--- src/rtl/dvp_rgb565_capture.sv ---
// dvp_rgb565_capture: OV2640 DVP byte stream to RGB565 pixel writes.
// Registers the camera bus, skips settling frames, crops to H_ACT x V_ACT,
// and drives a frame buffer video input (vs_n / de / data).
//
// Optional feature macro: DVP_CAPTURE_TEST_PATTERN_EN
//   When defined, adds I_tp_sel; with I_tp_sel=1 the pixel data is
//   replaced by 8 vertical colour bars (timing and crop unchanged).
//
// Ports:
//   I_clk        camera pixel clock, rising edge
//   I_rst_n      asynchronous active-low reset
//   I_en         capture enable
//   I_vsync      camera VSYNC (active level set by VS_POL)
//   I_href       camera HREF, high during valid line bytes
//   I_data       camera byte (PIXDATA[9:2])
//   I_tp_sel     test pattern select (only with the macro)
//   O_vs_n       active-low frame sync, high outside CAPTURE
//   O_de         one-cycle pixel write strobe
//   O_data       RGB565 pixel {R[4:0],G[5:0],B[4:0]}
//   O_locked     high while capturing
//   O_frame_cnt  captured frame count, wraps
//   O_line_err   sticky short/odd line flag, cleared by I_en=0
module dvp_rgb565_capture #(
    parameter int H_ACT       = 800,
    parameter int V_ACT       = 600,
    parameter int SKIP_FRAMES = 2,
    parameter int VS_POL      = 1
) (
    input  logic        I_clk,
    input  logic        I_rst_n,
    input  logic        I_en,
    input  logic        I_vsync,
    input  logic        I_href,
    input  logic [7:0]  I_data,
`ifdef DVP_CAPTURE_TEST_PATTERN_EN
    input  logic        I_tp_sel,
`endif
    output logic        O_vs_n,
    output logic        O_de,
    output logic [15:0] O_data,
    output logic        O_locked,
    output logic [7:0]  O_frame_cnt,
    output logic        O_line_err
);

    localparam logic [10:0] H_LIM  = 11'(H_ACT);
    localparam logic [10:0] V_LIM  = 11'(V_ACT);
    localparam logic [3:0]  SKIP_N = 4'(SKIP_FRAMES);
    localparam logic        VS_LVL = 1'(VS_POL);
    localparam logic [10:0] SAT    = 11'h7FF;

    typedef enum logic [1:0] {
        IDLE    = 2'd0,
        WAIT_VS = 2'd1,
        SKIP    = 2'd2,
        CAPTURE = 2'd3
    } state_t;

    state_t      state;
    state_t      state_next;

    logic        vsync_r;
    logic        href_r;
    logic [7:0]  data_r;
    logic        vs_d;
    logic        href_d;

    logic        vs_act;
    logic        fs;
    logic        fe;
    logic        href_fall;
    logic        cap;

    logic [3:0]  skip_cnt;
    logic        phase;
    logic [7:0]  hi_byte;
    logic [10:0] x_cnt;
    logic [10:0] y_cnt;
    logic [15:0] pix;

    // Input stage and one-cycle history for edge detection
    always_ff @(posedge I_clk or negedge I_rst_n) begin
        if (!I_rst_n) begin
            vsync_r <= ~VS_LVL;
            href_r  <= 1'b0;
            data_r  <= 8'd0;
            vs_d    <= 1'b0;
            href_d  <= 1'b0;
        end else begin
            vsync_r <= I_vsync;
            href_r  <= I_href;
            data_r  <= I_data;
            vs_d    <= vs_act;
            href_d  <= href_r;
        end
    end

    assign vs_act    = (vsync_r == VS_LVL);
    assign fs        = vs_act & ~vs_d;
    assign fe        = ~vs_act & vs_d;
    assign href_fall = href_d & ~href_r;
    assign cap       = (state == CAPTURE);

    // FSM: state register
    always_ff @(posedge I_clk or negedge I_rst_n) begin
        if (!I_rst_n) begin
            state <= IDLE;
        end else begin
            state <= state_next;
        end
    end

    // FSM: next state
    always_comb begin
        state_next = state;
        unique case (state)
            IDLE: begin
                if (I_en) state_next = WAIT_VS;
            end
            WAIT_VS: begin
                if (!I_en)
                    state_next = IDLE;
                else if (fs)
                    state_next = (SKIP_N != 4'd0) ? SKIP : CAPTURE;
            end
            SKIP: begin
                if (!I_en)
                    state_next = IDLE;
                else if (fs && skip_cnt <= 4'd1)
                    state_next = CAPTURE;
            end
            CAPTURE: begin
                // the current frame always completes before leaving
                if (!I_en && fe) state_next = IDLE;
            end
            default: state_next = IDLE;
        endcase
    end

    // FSM: outputs
    always_comb begin
        O_locked = (state == CAPTURE);
    end

    always_ff @(posedge I_clk or negedge I_rst_n) begin
        if (!I_rst_n) begin
            skip_cnt <= 4'd0;
        end else if (state == IDLE) begin
            skip_cnt <= 4'd0;
        end else if (fs && state == WAIT_VS) begin
            skip_cnt <= SKIP_N;
        end else if (fs && state == SKIP) begin
            skip_cnt <= skip_cnt - 4'd1;
        end
    end

    // Byte pairing and line/column counters. A frame start drops any
    // half-assembled pixel and restarts the counts.
    always_ff @(posedge I_clk or negedge I_rst_n) begin
        if (!I_rst_n) begin
            phase   <= 1'b0;
            hi_byte <= 8'd0;
            x_cnt   <= 11'd0;
            y_cnt   <= 11'd0;
        end else if (fs) begin
            phase <= 1'b0;
            x_cnt <= 11'd0;
            y_cnt <= 11'd0;
        end else begin
            if (href_r) begin
                phase <= ~phase;
                if (!phase)
                    hi_byte <= data_r;
                else if (x_cnt != SAT)
                    x_cnt <= x_cnt + 11'd1;
            end else begin
                phase <= 1'b0;
            end
            if (href_fall) begin
                x_cnt <= 11'd0;
                if (y_cnt != SAT) y_cnt <= y_cnt + 11'd1;
            end
        end
    end

`ifdef DVP_CAPTURE_TEST_PATTERN_EN
    localparam logic [10:0] BAR_W = 11'(H_ACT / 8);

    logic [10:0] bar_idx;
    logic [15:0] bar_rgb;

    assign bar_idx = x_cnt / BAR_W;

    always_comb begin
        bar_rgb = 16'h0000;
        case (bar_idx)
            11'd0:   bar_rgb = 16'hFFFF;
            11'd1:   bar_rgb = 16'hFFE0;
            11'd2:   bar_rgb = 16'h07FF;
            11'd3:   bar_rgb = 16'h07E0;
            11'd4:   bar_rgb = 16'hF81F;
            11'd5:   bar_rgb = 16'hF800;
            11'd6:   bar_rgb = 16'h001F;
            default: bar_rgb = 16'h0000;
        endcase
    end

    assign pix = I_tp_sel ? bar_rgb : {hi_byte, data_r};
`else
    assign pix = {hi_byte, data_r};
`endif

    // Output stage; x_cnt is the index of the pixel completing now
    always_ff @(posedge I_clk or negedge I_rst_n) begin
        if (!I_rst_n) begin
            O_de   <= 1'b0;
            O_data <= 16'd0;
            O_vs_n <= 1'b1;
        end else begin
            O_de <= 1'b0;
            if (cap && href_r && phase && !fs &&
                x_cnt < H_LIM && y_cnt < V_LIM) begin
                O_de   <= 1'b1;
                O_data <= pix;
            end
            // next state so the sync edge lines up with the first frame
            O_vs_n <= (state_next == CAPTURE) ? ~vs_act : 1'b1;
        end
    end

    always_ff @(posedge I_clk or negedge I_rst_n) begin
        if (!I_rst_n) begin
            O_frame_cnt <= 8'd0;
        end else if (cap && fe) begin
            O_frame_cnt <= O_frame_cnt + 8'd1;
        end
    end

    always_ff @(posedge I_clk or negedge I_rst_n) begin
        if (!I_rst_n) begin
            O_line_err <= 1'b0;
        end else if (!I_en) begin
            O_line_err <= 1'b0;
        end else if (cap && href_fall && y_cnt < V_LIM &&
                     (phase || x_cnt < H_LIM)) begin
            O_line_err <= 1'b1;
        end
    end

endmodule

--- config.mk ---
export PLATFORM = sky130hd
export DESIGN_NAME = dvp_rgb565_capture
export DESIGN_NICKNAME = d
export VERILOG_FILES = /design/src/rtl/dvp_rgb565_capture.sv
export SDC_FILE = /design/constraint.sdc
export NUM_CORES = 1
export LEC_CHECK = 0
export ABC_AREA = 1
export CORE_ASPECT_RATIO = 0.9
export CORE_UTILIZATION = 56
export DETAILED_ROUTE_END_ITERATION = 16
export PLACE_DENSITY = 0.8
export SYNTH_ARGS = -nofsm -noshare
export SYNTH_HDL_FRONTEND = slang
export SYNTH_SLANG_ARGS = --single-unit
export TNS_END_PERCENT = 10
--- constraint.sdc ---
create_clock -name I_clk -period 1.9 [get_ports I_clk]
set_input_delay 0.285 -clock I_clk [delete_from_list [all_inputs] [get_ports I_clk]]
set_output_delay 0.285 -clock I_clk [all_outputs]
set_load 0.05 [all_outputs]
* Yosys cells after proc, flatten, opt, wreduce, memory -nomap -nowiden *
Cells that the tools add are included.

operators by class
  $lt $le $gt $ge = 3
  eq/ne operators = 7
  multiplexer cells = 24
  bitwise operators = 8
  add/sub/neg operators = 4
  reductions and logical operators = 26

operators by type and width
  kind                                                            count
  2-to-1 mux 11 bit                                               8
  adder 11 x 1 -> 11 bit, second input constant                   2
  < comparator 11 x 10 -> 1 bit, second input constant            2
  inequality test 11 bit, second input constant                   2
  logical AND 1 bit                                               13
  2-to-1 mux 2 bit                                                6
  2-to-1 mux 4 bit                                                3
  nonzero test 3 bit                                              4
  adder 8 x 1 -> 8 bit, second input constant                     1
  case mux 2 bit (4 select lines)                                 1
  equality test 2 bit, second input constant                      3
  2-to-1 mux 1 bit                                                6
  AND reduction 3 bit                                             2
  inverter 1 bit                                                  5
  less-or-equal comparator 4 x 1 -> 1 bit, second input constant  1
  nonzero test 2 bit                                              2
  subtractor 4 x 1 -> 4 bit, second input constant                1
  bitwise AND 1 bit                                               3
  equality test 2 x 1 -> 1 bit, second input constant             1
  zero test 1 bit                                                 2
  zero test 2 bit                                                 1
  inequality test 2 x 1 -> 1 bit, second input constant           1
  AND reduction 2 bit                                             1
  logical OR 1 bit                                                1

storage, ports and cells
  bits of input ports = 13
  register bits after elaboration = 76
  output and inout bits = 28
  word-level logic and storage cells = 88

* Longest topological paths before layout *
  depth after elaboration = 8
  gate-level depth with buffers = 10
  depth with buffers taken out = 10

* Worst setup path before layout *
OpenSTA, ideal clock, no wires.

  kind = register to register
  start point = register y_cnt[0]
  end point = register y_cnt[1]
  period minus slack after synthesis = 1.482 ns
  setup time = 0.121 ns
  data required time = 1.779 ns
  stages on the path, launching flop included = 9
  arrival = 1.360 ns
  buffers on the path = 0
  slack = 0.418 ns
  cells stage by stage = dfrtp_1 -> ha_1 -> nand3_2 -> nor2_2 -> nand3_1 -> nand2_2 -> nand2_2 -> nand3_1 -> o21ai_1

between the ends
  word-level cells in the longest chain between the ends = 4
  elaborated cells between the ends (all ways) = 7
  classes of those cells = add/sub: 1; eq/ne: 1; mux: 3; reduce/logical: 2

ends and longest elaborated chain
  what                    RTL line  text
  start, declared         78        logic [10:0] y_cnt;
  start signal, assigned  181       if (y_cnt != SAT) y_cnt <= y_cnt + 11'd1;
  adder 11 x 1 -> 11 bit  181
  2-to-1 mux 11 bit       181
  2-to-1 mux 11 bit       179       if (href_fall) begin
  2-to-1 mux 11 bit       165       end else if (fs) begin

Several ways; a longest one is shown, not always the timed one. The select of a mux whose other input is x is not followed.
A chain may end at the register's enable or synchronous reset.

* Worst setup path in the final report *
  start point = register O_frame_cnt[1]
  end point = output O_frame_cnt[1]

RTL lines
  what                    RTL line  text
  start, declared         42        output logic [7:0] O_frame_cnt,
  start signal, assigned  235       O_frame_cnt <= O_frame_cnt + 8'd1;

No word-level cell between the ends.

==> run metrics <==
Pre-Repair DR Iteration Count 4; top cells by area, synth dfrtp_1, nand2_1, inv_1; top-count cell post-synth nand2_1; CP endpoint O_frame_cnt[1]; synth-to-layout area growth 20.03%; FMAX 540.3 MHz; Num Clock Sinks 76; DRC 0; post-placement worst setup slack 0.2109 ns; CP Buf/Inv Count 1; vias in the first global route 2,800; final net count 472; RSZ-0062 raised after global routing false; TritonCTS buffer count 9; Worst R2R Start y_cnt[0]$_DFFE_PN0P_; Vias 2,815; ys async rst share 100.0%; critical path startpoint O_frame_cnt[1]$_DFFE_PN0P_; Setup Buffers After CTS 0; post-route ant nets 0; final worst-path cycle share 97.41%; Congestion Overflow GR 0; R2R setup slack 0.20 ns; Final Max Slew Viols 0; die area 6579 um2; VDD IR-drop max 775.2 uV; Post-Synthesis Cells 402; crit path cell chain clkdlybuf4s50_1; Hold Path Stages 1; port bufs 40; core region area 5856 um2; clk_lat worst skew 0.35 ns; CTS clk-pin slew, worst paths 0.08 ns; Final TNS setup 0 ns; CTS tree built; num ports 41; largest net degree at the start of global routing 45; Critical R2R Capture y_cnt[6]$_DFFE_PN0P_; Worst Hold Class primary input to register; Yosys cell types 34; CP max stage cell clkdlybuf4s50_1; number of synthesized flops with an enable pin 0; Syn Std Cell Area 3505 um2; WL/cell 13.53 um; Critical Path End Type output port; H-tree depth 3; Die Span Y 77.05 um; CP max FO 3; Synth top cells by count nand2_1, dfrtp_1, inv_1; final design utilization 71.84%; Worst Path Required 1.62 ns; leakage power total 0.002108 uW; DP HPWL 5.136 mm; final worst slack 0.04917 ns; clk buf depth 2; Power per Cell Area 1060 nW/um2; share of the synthesized area in the top cell type 53.55%; share of cells above drive strength 1 9.150%; GPL Wtd Cong 0.8315; initial core utilization 59.85%; sequential area share after synthesis 54.30%; ant diodes 0; initial antenna violation count 0; Die X 85.39 um; Max-Cap Viols 0; Reg2Reg Depth 8; initial drt markers 150; Mapped Nets 420; Synth Register Bits 76; Startpoint Class register; DR vias/cell 5.321; final hold violation count 0; Ys Warns 0; Slew @ Worst Pin 0.5359 ns; Mapped Avg Cell Area 8.718 um2; Setup violations, final 0; clk root buf clkbuf_8; Critical Path Stages 1; crit path time final 1.851 ns; Worst slew margin 64.27%; cell family with most CP delay buffers and inverters; Total Routed Length 7.160 mm; Rows 26; most frequently used flop master after synthesis dfrtp_1; max incr delay on CP 0.82 ns; status finished, final reports clean; first-pass GRT wire length 12.47 mm; total track usage 24.29%; Synth area leader dfrtp_1; Final Skew 0.007933 ns; Crit path arrival time 1.57 ns; crit path kind register to output port
repair_timing:
item | 4_1_cts | 5_1_grt
hold endpoints to repair | 40 | 0
hold buffers | 1 | 0
setup endpoints to repair | 0 | 5
gates resized for setup | 0 | 5
registers in the layout (all words and copies together), names as in the netlist:
signal,count
O_data,16
x_cnt,11
y_cnt,11
O_frame_cnt,8
data_r,8
hi_byte,8
skip_cnt,4
state,2
O_de,1
O_line_err,1
O_vs_n,1
href_d,1
href_r,1
phase,1
vs_act,1
vs_d,1
cell families (layout without fill, tap and decap cells):
logic type / count (synthesis) / count (layout) / synth area share, %
adder cells (fa/ha/maj): 5 / 5 / 1.785
AND/OR/NAND/NOR: 197 / 197 / 25.03
XOR/XNOR: 15 / 15 / 3.749
flip-flops: 76 / 76 / 54.30
buffers and inverters: 59 / 116 / 7.140
AO/OA/AOI/OAI: 50 / 50 / 7.997
per-stage QoR:
stage,std cells,hold WS (ns),total power (uW),cell area (um2)
floorplan,402,-0.01059,2798,3505
global placement,512,0.3062,3194,3980
detailed placement,512,0.3069,3225,3980
CTS,529,0.3603,4484,4194
global route,529,0.3584,4663,4207
finish,529,0.3673,4460,4207
power breakdown:
group          switching (uW)  internal, uW
clock network             582           677
registers                 163          1830
logic                     803           401
worst min path at each step:
stage | startpoint | endpoint | slack, ns
2_1_floorplan | I_rst_n | O_data[0]$_DFFE_PN0P_ | -0.01
3_3_place_gp | I_rst_n | data_r[6]$_DFF_PN0_ | 0.31
3_5_place_dp | I_rst_n | data_r[6]$_DFF_PN0_ | 0.31
4_1_cts | I_data[5] | data_r[5]$_DFF_PN0_ | 0.36
5_1_grt | I_data[0] | data_r[0]$_DFF_PN0_ | 0.36
6_report | I_data[7] | data_r[7]$_DFF_PN0_ | 0.37
layout make-up:
class / count / area, um2
multi-input combinational: 267 / 1351
clock buffer: 12 / 155.1
inverter: 54 / 207.7
clock inverter: 4 / 48.80
sequential: 76 / 1903
tap: 70 / 87.58
fill: 454 / 1649
timing repair buffer: 46 / 452.9
worst register-to-register path, delay by kind of cell (launching register included):
family,cells,cell delay (ns)
and+or+nand+nor,6,0.81
DFF,1,0.43
adders and majority gates,1,0.29
AOI/OAI and AO/OA,1,0.06
metal layers:
| metal | part of all wire (%) | GRT usage, % |
|---|---|---|
| met5 | 0 | 0 |
| met4 | 1.3 | 6.833 |
| met3 | 5.2 | 6.781 |
| met2 | 48 | 40.32 |
| met1 | 45 | 31.34 |
layout by cell type (no fill, tap or decap), drive strengths merged:
cell type,instances
dfstp,1
xor2,12
o21ai,31
clkinv,3
and2,2
inv,54
nand4,9
dlymetal6s2s,5
a21oi,11
o31ai,2
nand2,121
o311ai,1
nor3,7
o211ai,1
dlygate4sd3,1
clkbuf,12
o22ai,2
dfrtp,75
ha,5
xnor2,3
and3,1
nor2,32
buf,8
bufinv,1
clkdlybuf4s50,32
nand3,25
o21bai,2
(Power assumes the default switching activity.)
